==> src/rtl/qam16_pkg.sv <==
// Shared constants for the 16QAM coherent receive path: carrier tables,
// datapath widths, Gray level codes and the per-axis slicer.
package qam16_pkg;

  localparam int unsigned SAMPLE_W = 8;
  localparam int unsigned PROD_W   = 16;
  localparam int unsigned SLICE_W  = 32;

  localparam logic signed [SAMPLE_W-1:0] COS_TBL [8] = '{
    8'sd127, 8'sd91, 8'sd0, -8'sd91, 8'sh80, -8'sd91, 8'sd0, 8'sd91
  };
  localparam logic signed [SAMPLE_W-1:0] SIN_TBL [8] = '{
    8'sd0, 8'sd91, 8'sd127, 8'sd91, 8'sd0, -8'sd91, 8'sh80, -8'sd91
  };

  localparam logic [1:0] LVL_M3 = 2'b00;
  localparam logic [1:0] LVL_M1 = 2'b01;
  localparam logic [1:0] LVL_P1 = 2'b11;
  localparam logic [1:0] LVL_P3 = 2'b10;

  // Boundary values resolve toward the higher level.
  function automatic logic [1:0] qam_slice(input logic signed [SLICE_W-1:0] acc,
                                           input logic signed [SLICE_W-1:0] thr);
    logic [1:0] lvl;
    lvl = LVL_M3;
    if (acc >= thr)       lvl = LVL_P3;
    else if (acc >= 0)    lvl = LVL_P1;
    else if (acc >= -thr) lvl = LVL_M1;
    return lvl;
  endfunction

endpackage

==> src/rtl/carrier_lut.sv <==
// Combinational 8-phase cos/sin carrier lookup.
module carrier_lut
  import qam16_pkg::*;
(
  input  logic        [2:0]          i_phase,
  output logic signed [SAMPLE_W-1:0] o_cos_c,
  output logic signed [SAMPLE_W-1:0] o_sin_c
);

  assign o_cos_c = COS_TBL[i_phase];
  assign o_sin_c = SIN_TBL[i_phase];

endmodule

==> src/rtl/qam16_coherent_demod.sv <==
// Correlates a passband sample stream against the 8-phase carrier over
// CYCLES periods and slices the I/Q integrals into a Gray-coded 16QAM symbol.
module qam16_coherent_demod
  import qam16_pkg::*;
#(
  parameter int unsigned CYCLES = 1,
  parameter int unsigned THRESH = 16384,
  parameter int unsigned ACC_W  = 20 + $clog2(CYCLES)
) (
  input  logic                       clk,
  input  logic                       rst_n,
  input  logic                       in_valid,
  input  logic signed [SAMPLE_W-1:0] in_sample,
  input  logic                       sync,
  output logic                       sym_valid,
  output logic        [3:0]          sym,
  output logic signed [ACC_W-1:0]    sym_i_acc,
  output logic signed [ACC_W-1:0]    sym_q_acc
);

  localparam int unsigned SPS   = 8 * CYCLES;
  localparam int unsigned CNT_W = $clog2(SPS);
  localparam logic [CNT_W-1:0] CNT_LAST = CNT_W'(SPS - 1);
  localparam logic signed [SLICE_W-1:0] THR = SLICE_W'(THRESH * CYCLES);

  logic        [CNT_W-1:0]    r_cnt;
  logic        [CNT_W-1:0]    w_cnt;
  logic signed [SAMPLE_W-1:0] w_cos;
  logic signed [SAMPLE_W-1:0] w_sin;
  logic signed [PROD_W-1:0]   w_prod_i;
  logic signed [PROD_W-1:0]   w_prod_q;

  logic                       r_s1_valid;
  logic                       r_s1_first;
  logic                       r_s1_last;
  logic signed [PROD_W-1:0]   r_s1_prod_i;
  logic signed [PROD_W-1:0]   r_s1_prod_q;
  logic signed [ACC_W-1:0]    r_acc_i;
  logic signed [ACC_W-1:0]    r_acc_q;
  logic                       r_s2_done;
  logic                       r_s3_valid;
  logic signed [ACC_W-1:0]    r_fin_i;
  logic signed [ACC_W-1:0]    r_fin_q;

  // A symbol is a whole number of carrier periods, so the phase is the count mod 8.
  assign w_cnt = sync ? '0 : r_cnt;

  carrier_lut u_lut (
    .i_phase (w_cnt[2:0]),
    .o_cos_c (w_cos),
    .o_sin_c (w_sin)
  );

  assign w_prod_i = PROD_W'(in_sample) * PROD_W'(w_cos);
  assign w_prod_q = PROD_W'(in_sample) * PROD_W'(w_sin);

  always_ff @(posedge clk or negedge rst_n) begin
    if (!rst_n) begin
      r_cnt <= '0;
    end else if (in_valid) begin
      r_cnt <= (w_cnt == CNT_LAST) ? '0 : w_cnt + 1'b1;
    end
  end

  // S1: carrier products and symbol boundary tags
  always_ff @(posedge clk or negedge rst_n) begin
    if (!rst_n) begin
      r_s1_valid  <= 1'b0;
      r_s1_first  <= 1'b0;
      r_s1_last   <= 1'b0;
      r_s1_prod_i <= '0;
      r_s1_prod_q <= '0;
    end else begin
      r_s1_valid  <= in_valid;
      r_s1_first  <= (w_cnt == '0);
      r_s1_last   <= (w_cnt == CNT_LAST);
      r_s1_prod_i <= w_prod_i;
      r_s1_prod_q <= w_prod_q;
    end
  end

  // S2: integrate; the first sample of a symbol restarts the sums
  always_ff @(posedge clk or negedge rst_n) begin
    if (!rst_n) begin
      r_acc_i   <= '0;
      r_acc_q   <= '0;
      r_s2_done <= 1'b0;
    end else begin
      r_s2_done <= r_s1_valid & r_s1_last;
      if (r_s1_valid) begin
        r_acc_i <= r_s1_first ? ACC_W'(r_s1_prod_i) : r_acc_i + ACC_W'(r_s1_prod_i);
        r_acc_q <= r_s1_first ? ACC_W'(r_s1_prod_q) : r_acc_q + ACC_W'(r_s1_prod_q);
      end
    end
  end

  // S3: capture completed sums before the next symbol overwrites the accumulators
  always_ff @(posedge clk or negedge rst_n) begin
    if (!rst_n) begin
      r_s3_valid <= 1'b0;
      r_fin_i    <= '0;
      r_fin_q    <= '0;
    end else begin
      r_s3_valid <= r_s2_done;
      if (r_s2_done) begin
        r_fin_i <= r_acc_i;
        r_fin_q <= r_acc_q;
      end
    end
  end

  always_ff @(posedge clk or negedge rst_n) begin
    if (!rst_n) begin
      sym_valid <= 1'b0;
      sym       <= '0;
      sym_i_acc <= '0;
      sym_q_acc <= '0;
    end else begin
      sym_valid <= r_s3_valid;
      if (r_s3_valid) begin
        sym       <= {qam_slice(SLICE_W'(r_fin_i), THR), qam_slice(SLICE_W'(r_fin_q), THR)};
        sym_i_acc <= r_fin_i;
        sym_q_acc <= r_fin_q;
      end
    end
  end

endmodule

==> config.mk <==
export PLATFORM = sky130hd
export DESIGN_NAME = qam16_coherent_demod
export DESIGN_NICKNAME = d
export VERILOG_FILES = /design/src/rtl/qam16_pkg.sv /design/src/rtl/carrier_lut.sv /design/src/rtl/qam16_coherent_demod.sv
export SDC_FILE = /design/constraint.sdc
export NUM_CORES = 1
export LEC_CHECK = 0
export CAP_MARGIN = 20
export CORE_ASPECT_RATIO = 0.9
export CORE_MARGIN = 2
export CORE_UTILIZATION = 55
export DETAILED_ROUTE_END_ITERATION = 10
export PLACE_DENSITY_LB_ADDON = 0.1
export RECOVER_POWER = 25
export SLEW_MARGIN = 15
export SYNTH_ARGS = -nofsm -noshare
export SYNTH_HDL_FRONTEND = slang
export SYNTH_SLANG_ARGS = --single-unit
export TNS_END_PERCENT = 50
==> constraint.sdc <==
create_clock -name clk -period 4.87 [get_ports clk]
set_input_delay 1.461 -clock clk [delete_from_list [all_inputs] [get_ports clk]]
set_output_delay 1.461 -clock clk [all_outputs]
set_load 0.01 [all_outputs]
# [After elaboration in Yosys (flattened, before gate mapping)]
# Memories as Yosys holds them, arrays and structs flattened.
# Index checks and enable logic that the tools add are counted.
[totals] inputBits=12 mem_bits_ro=128 memories=2 ff_bits=165 word_cells=48
[op_classes] n_lt_le_gt_ge=7 addsub=3 eq_ne=1 n_mul=2 n_reduce_logical=1 muxes=14 n_bitwise=2
[mem_list] memory="(name not given)" words=8 word_bits=8 rd=1 rd_ports_with_merged_regs=0 write_ports=0 line="carrier_lut.sv:11" text="assign o_sin_c = SIN_TBL[i_phase];"
[mem_list] memory="(name not given)" words=8 word_bits=8 rd=1 rd_ports_with_merged_regs=0 write_ports=0 line="carrier_lut.sv:10" text="assign o_cos_c = COS_TBL[i_phase];"
[ops] cell="adder 20 x 16 -> 20 bit" count=2
[ops] cell="greater-or-equal comparator 20 x 1 -> 1 bit, second input constant" count=2
[ops] cell="greater-or-equal comparator 20 x 15 -> 1 bit, second input constant" count=2
[ops] cell="greater-or-equal comparator 20 x 16 -> 1 bit, second input constant" count=2
[ops] cell="2-to-1 mux 20 bit" count=2
[ops] cell="multiplier 8 x 8 -> 16 bit" count=2
[ops] cell="2-to-1 mux 8 bit" count=4
[ops] cell="2-to-1 mux 2 bit" count=4
[ops] cell="2-to-1 mux 3 bit" count=2
[ops] cell="greater-or-equal comparator 4 bit, second input constant" count=1
[ops] cell="NOT 3 -> 4 bit" count=1
[ops] cell="adder 3 x 1 -> 3 bit, second input constant" count=1
[ops] cell="equality test 3 bit, second input constant" count=1
[ops] cell="zero test 3 bit" count=1
[ops] cell="2-to-1 mux 1 bit" count=2
[ops] cell="AND 1 bit" count=1

# [Logic depth before layout (Yosys ltp)]
# Gate-level depths: netlist of run 1.
[logic_depth] depth_word=6 depth_mapped=25 mapped_depth_nobuf=24

# [Hierarchy]
# Synthesis of run 1 repeated with hierarchy kept, for this count alone.
[hier_totals] hier_cells=1263 area_unflattened_um2=13065.0
[by_module_without_submodules] mod="qam16_coherent_demod" seq_area_each_um2=4129.0 cells_per_inst=1235 n_inst=1 area_each_um2=12848.6
[by_module_without_submodules] mod="carrier_lut" seq_area_each_um2=0.0 cells_per_inst=28 n_inst=1 area_each_um2=216.5

# [Least setup slack after synthesis of run 1]
# No wires, ideal clock.
[synth_timing] path_kind="input to register" from="input sync" to="register r_s1_prod_q[15]" setup_slack_ns=-1.589 arrival_ns=6.334 setup_time_ns=0.125 path_buffers=0 required_time_ns=4.745 path_stages=20 path_cell_list="nor2b_1 > inv_1 > ha_1 > nor2_1 > nand2_1 > fa_1 > inv_1 > fa_1 > fa_1 > inv_1 > fa_1 > inv_1 > ha_1 > or2_2 > o221a_2 > o31a_1 > o21a_1 > o21a_1 > o41a_1 > xnor2_1"
[synth_between] elab_chain_len=6
[synth_lines] item="start, declared" line="qam16_coherent_demod.sv:14" text="input logic sync,"
[synth_lines] item="2-to-1 mux 3 bit" line="qam16_coherent_demod.sv:46" text="assign w_cnt = sync ? '0 : r_cnt;"
[synth_lines] item="NOT 3 -> 4 bit (implied by the code)" line="carrier_lut.sv:11"
[synth_lines] item="memory read (8 x 8 bit)"
[synth_lines] item="2-to-1 mux 8 bit (implied by the code) (2 in a row)" line="carrier_lut.sv:11"
[synth_lines] item="multiplier 8 x 8 -> 16 bit" line="qam16_coherent_demod.sv:55" text="assign w_prod_q = PROD_W'(in_sample) * PROD_W'(w_sin);"
[synth_lines] item="named net w_prod_q[15]" line="qam16_coherent_demod.sv:31" text="logic signed [PROD_W-1:0] w_prod_q;"
[synth_lines] item="end signal, assigned" line="qam16_coherent_demod.sv:78" text="r_s1_prod_q <= w_prod_q;"
[synth_lines] item="end, declared" line="qam16_coherent_demod.sv:37" text="logic signed [PROD_W-1:0] r_s1_prod_q;"
# The timed path passes the listed nets, and every way through them passes these cells. The select of a mux whose other input is x is not followed.
# A chain may end at the register's enable or synchronous reset.

# [Worst setup path in the final report of run 1]
# Same ends and word-level chain as after synthesis.

==> Flow_metrics.wiki, run 1 <==
{| class="wikitable"
! Metric !! Value
|-
| Syn. warnings || 0
|-
| Post-synth top area share || 32.48%
|-
| Type of destination of the critical path || register
|-
| Final-report hold violation count || 0
|-
| Data arrival time of the critical path || 6.09 ns
|-
| Largest stage delay, worst path || 0.54 ns
|-
| Clock-pin slew on the worst setup and hold paths || 0.07 ns
|-
| Slew Viols, Final || 166
|-
| Endpoint of the most critical setup path || r_s1_prod_q[15]
|-
| Clock skew || 0.01660 ns
|-
| Top FF cell, synth || sky130_fd_sc_hd__dfrtp_1
|-
| Largest cells by area after synthesis || sky130_fd_sc_hd__dfrtp_1, sky130_fd_sc_hd__fa_1, sky130_fd_sc_hd__ha_1, sky130_fd_sc_hd__mux2_2, sky130_fd_sc_hd__inv_1
|-
| Vert. Die Dim || 148.2 um
|-
| Worst min-delay path startpoint || r_s1_last
|-
| Vias per cell || 5.224
|-
| CTS root buffer || sky130_fd_sc_hd__clkbuf_16
|-
| Setup crit start || sync
|-
| Library cell contributing the largest single delay on the critical path || sky130_fd_sc_hd__fa_1
|-
| Failing checks || capacitance limit, slew limit, setup timing
|-
| Achievable Freq || 172.5 MHz
|-
| First-pass GRT wire length || 44280 um
|-
| Core footprint || 22580 um2
|-
| Result of the run || finished, violations left
|-
| R2R depth || 23
|-
| Global routing usage on met2 || 37.18%
|-
| Final HPWL from detailed placement || 19710 um
|-
| Data required, critical path || 5.17 ns
|-
| Most used cells in the layout excluding fill and tap cells || sky130_fd_sc_hd__inv_1, sky130_fd_sc_hd__dfrtp_1, sky130_fd_sc_hd__buf_4, sky130_fd_sc_hd__fa_1, sky130_fd_sc_hd__ha_1
|-
| Worst-case setup slack after placement || -1.884 ns
|-
| Cell Area, Synth || 12710 um2
|-
| Global routing usage on met3 || 2.119%
|-
| Share of layout cells above drive strength 1 || 28.45%
|-
| Largest buffer count on any clock path || 2
|-
| Starting density of the core || 56.31%
|-
| H-tree Lvls || 4
|-
| Detail-routed net length per standard cell || 15.11 um
|-
| Number of synthesized flops with an enable pin || 0
|-
| Ordered cell list for the critical path || buf_8 > nor2b_4 > inv_4 > ha_4 > nor2_4 > buf_12 > nand2_4 > fa_1 > inv_1 > fa_1 > fa_1 > inv_1 > fa_1 > inv_1 > ha_2 > or2_4 > o221a_4 > o31a_1 > o21a_1 > o21a_1 > o41a_1 > xnor2_1
|-
| Number of antenna violations at the first check in global routing || 1
|-
| TritonCTS Buffers || 17
|-
| Peak-usage layer in the global routing report || met2
|-
| CTS tree || done
|-
| Placement Rows || 52
|-
| Stages on the worst setup path || 22
|-
| Worst path top cell family by delay || adder cells
|-
| Starting DRT DRC Count || 467
|-
| Via Count || 9152
|-
| Non-Filler Instances || 1752
|-
| Critical register-to-register path startpoint || r_cnt[0]
|-
| Die width || 164.3 um
|-
| Antenna Cells || 0
|-
| Global placement routability congestion || 0.8523
|-
| Vias in the first global route || 9201
|-
| Max-slew headroom at the worst pin || -116.5%
|-
| Number of fill cells in the layout || 1679
|-
| Total number of nets in the final design || 1662
|-
| Tightest Hold Check Type || register to register
|-
| Later-pin clock latency in the skew report || 0.43 ns
|-
| Share of synthesized area occupied by flip-flops and latches || 32.48%
|-
| Cell count after placement || 1698
|-
| Number of clock sinks seen by CTS || 165
|-
| Crit path top cell by count || sky130_fd_sc_hd__fa_1
|-
| Layout area overhead || 25.50%
|-
| Total grt overflow || 0
|-
| Pre-antenna DRT Iters || 5
|-
| Setup repair after global routing missed its margin || true
|-
| Post-detailed-route DRC marker count || 0
|-
| Share of synthesized flip-flops with an asynchronous set or reset || 100.0%
|-
| Sum of routed wire length over all layers || 26470 um
|-
| Reg-to-reg slack, setup || -0.23 ns
|-
| Slew @ Worst Pin || 3.247 ns
|-
| Met1 GRT Util || 32.46%
|-
| Cts-stage hold buffer count || 0
|-
| Floorplan die area || 24350 um2
|-
| Total routing resource utilization after global routing || 22.64%
|-
| CP Launch Type || primary input
|-
| Type of the setup path with the least slack || primary input to register
|-
| Worst Setup Slack, final || -0.9278 ns
|-
| Mean Syn Cell Area || 10.30 um2
|-
| Synthesized Nets || 1454
|-
| Number of violations of the max-capacitance limit || 3
|-
| CP bufs+invs || 6
|-
| IO Count || 57
|-
| Unique masters post-synth || 68
|-
| Final setup violation count || 18
|-
| Minimum clock period after layout || 5.798 ns
|-
| Largest net degree at the start of global routing || 98
|-
| Final cycle utilization of the critical path || 119.1%
|-
| Antenna violation net count after detailed routing || 0
|-
| Worst hold-check slack || 0.4562 ns
|-
| # port buffers || 56
|-
| Leading area contributor after synthesis || sky130_fd_sc_hd__dfrtp_1
|-
| #FFs+latches synth || 165
|-
| Maximum fanout count along the critical path || 5
|-
| Number of instances in the synthesized netlist || 1234
|-
| Worst flop-to-flop path endpoint || r_s1_prod_i[15]
|}
flip-flops by register name, summed over array words and instances (netlist names):
name / flops
sym_i_acc: 20
r_acc_q: 20
r_s1_last: 1
r_s2_done: 1
r_s1_prod_q: 16
sym_valid: 1
r_acc_i: 20
r_s3_valid: 1
r_s1_prod_i: 16
r_fin_q: 20
r_fin_i: 20
r_cnt: 3
sym_q_acc: 20
r_s1_first: 1
r_s1_valid: 1
sym: 4
layout make-up:
cell class,instances,area (um2),area share (%)
Clock buffer,18,429.2,2.690
Clock inverter,14,163.9,1.027
Inverter,179,684.4,4.290
Multi-Input combinational cell,852,8279,51.89
Sequential cell,165,4131,25.89
Tap cell,297,371.6,2.329
Timing Repair Buffer,227,1896,11.88
cell families after synthesis:
kind of cell	after synthesis	share of synthesized area, %
flip-flops	165	32.48
AND/OR/NAND/NOR	259	9.950
buffers and inverters	218	6.781
adder cells (fa/ha/maj)	208	26.08
multiplexers	98	8.533
XOR/XNOR	70	4.822
AO/OA/AOI/OAI	216	11.36
through the flow:
step	TNS, ns	area [um2]	util, %
after floorplan	-11.04	12920	-
after global placement	-28.48	14810	65.58
after detailed placement	-30.52	14810	65.58
after CTS	-8.866	15690	69.51
after global routing	-11.97	15960	70.67
final	-9.103	15960	70.67
synthesized netlist by cell type, types with 3 or more instances:
library cell                 n
sky130_fd_sc_hd__inv_1     179
sky130_fd_sc_hd__dfrtp_1   165
sky130_fd_sc_hd__ha_1      113
sky130_fd_sc_hd__fa_1       95
sky130_fd_sc_hd__nor2_1     84
sky130_fd_sc_hd__mux2_2     83
sky130_fd_sc_hd__a21oi_1    67
sky130_fd_sc_hd__xnor2_1    53
sky130_fd_sc_hd__nand2_1    52
sky130_fd_sc_hd__and2_1     41
sky130_fd_sc_hd__o21ai_0    40
sky130_fd_sc_hd__clkbuf_1   30
sky130_fd_sc_hd__nor3_1     18
sky130_fd_sc_hd__o21a_1     17
sky130_fd_sc_hd__xor2_1     17
sky130_fd_sc_hd__a21o_1     16
sky130_fd_sc_hd__nor2b_1    16
sky130_fd_sc_hd__mux2i_1    15
sky130_fd_sc_hd__nand2b_1   13
sky130_fd_sc_hd__a31oi_1    10
sky130_fd_sc_hd__nand3_1     9
sky130_fd_sc_hd__o21bai_1    6
sky130_fd_sc_hd__o221ai_1    6
sky130_fd_sc_hd__a211oi_1    5
sky130_fd_sc_hd__nand4_1     5
sky130_fd_sc_hd__o211ai_1    5
sky130_fd_sc_hd__buf_1       4
sky130_fd_sc_hd__clkbuf_8    4
sky130_fd_sc_hd__or3_1       4
sky130_fd_sc_hd__a21boi_0    3
sky130_fd_sc_hd__and3_1      3
sky130_fd_sc_hd__o21ai_2     3
sky130_fd_sc_hd__o22a_1      3
sky130_fd_sc_hd__o311ai_0    3
sky130_fd_sc_hd__or4_1       3
how the worst min path moves through the flow:
| stage | endpoint | depth (start not counted) | slack, ns |
|---|---|---|---|
| finish | r_s2_done | 1 | 0.46 |
| global route | r_s2_done | 1 | 0.48 |
| CTS | r_s2_done | 1 | 0.46 |
| detailed placement | r_s2_done | 1 | 0.44 |
| global placement | r_s2_done | 1 | 0.44 |
| floorplan | sym_valid | 0 | 0.37 |
what timing repair did:
action                                  CTS  global route
buffers inserted                         12            11
gates cloned                              1             0
resized for setup                        66            52
endpoints found under the setup margin   22            20
pin swaps                                37            30
per-layer routing:
metal | vias to the layer above | share of wire (%)
li1 | 4553 | -
met1 | 4435 | 49
met2 | 135 | 47
met3 | 29 | 2.4
met4 | 0 | 1.4
met5 | - | 0
Power of run 1 is not shown: default switching activity piles up to over one toggle a cycle in this logic, so the estimate is an artifact.
==> inputs of run 2 (changes only) <==
Settings changed: CTS_CLUSTER_SIZE set to 14.
==> results of run 2 <==
Final layout, timing and power as in run 1 (identical DEF).
Power of run 2 is left out for the same reason.
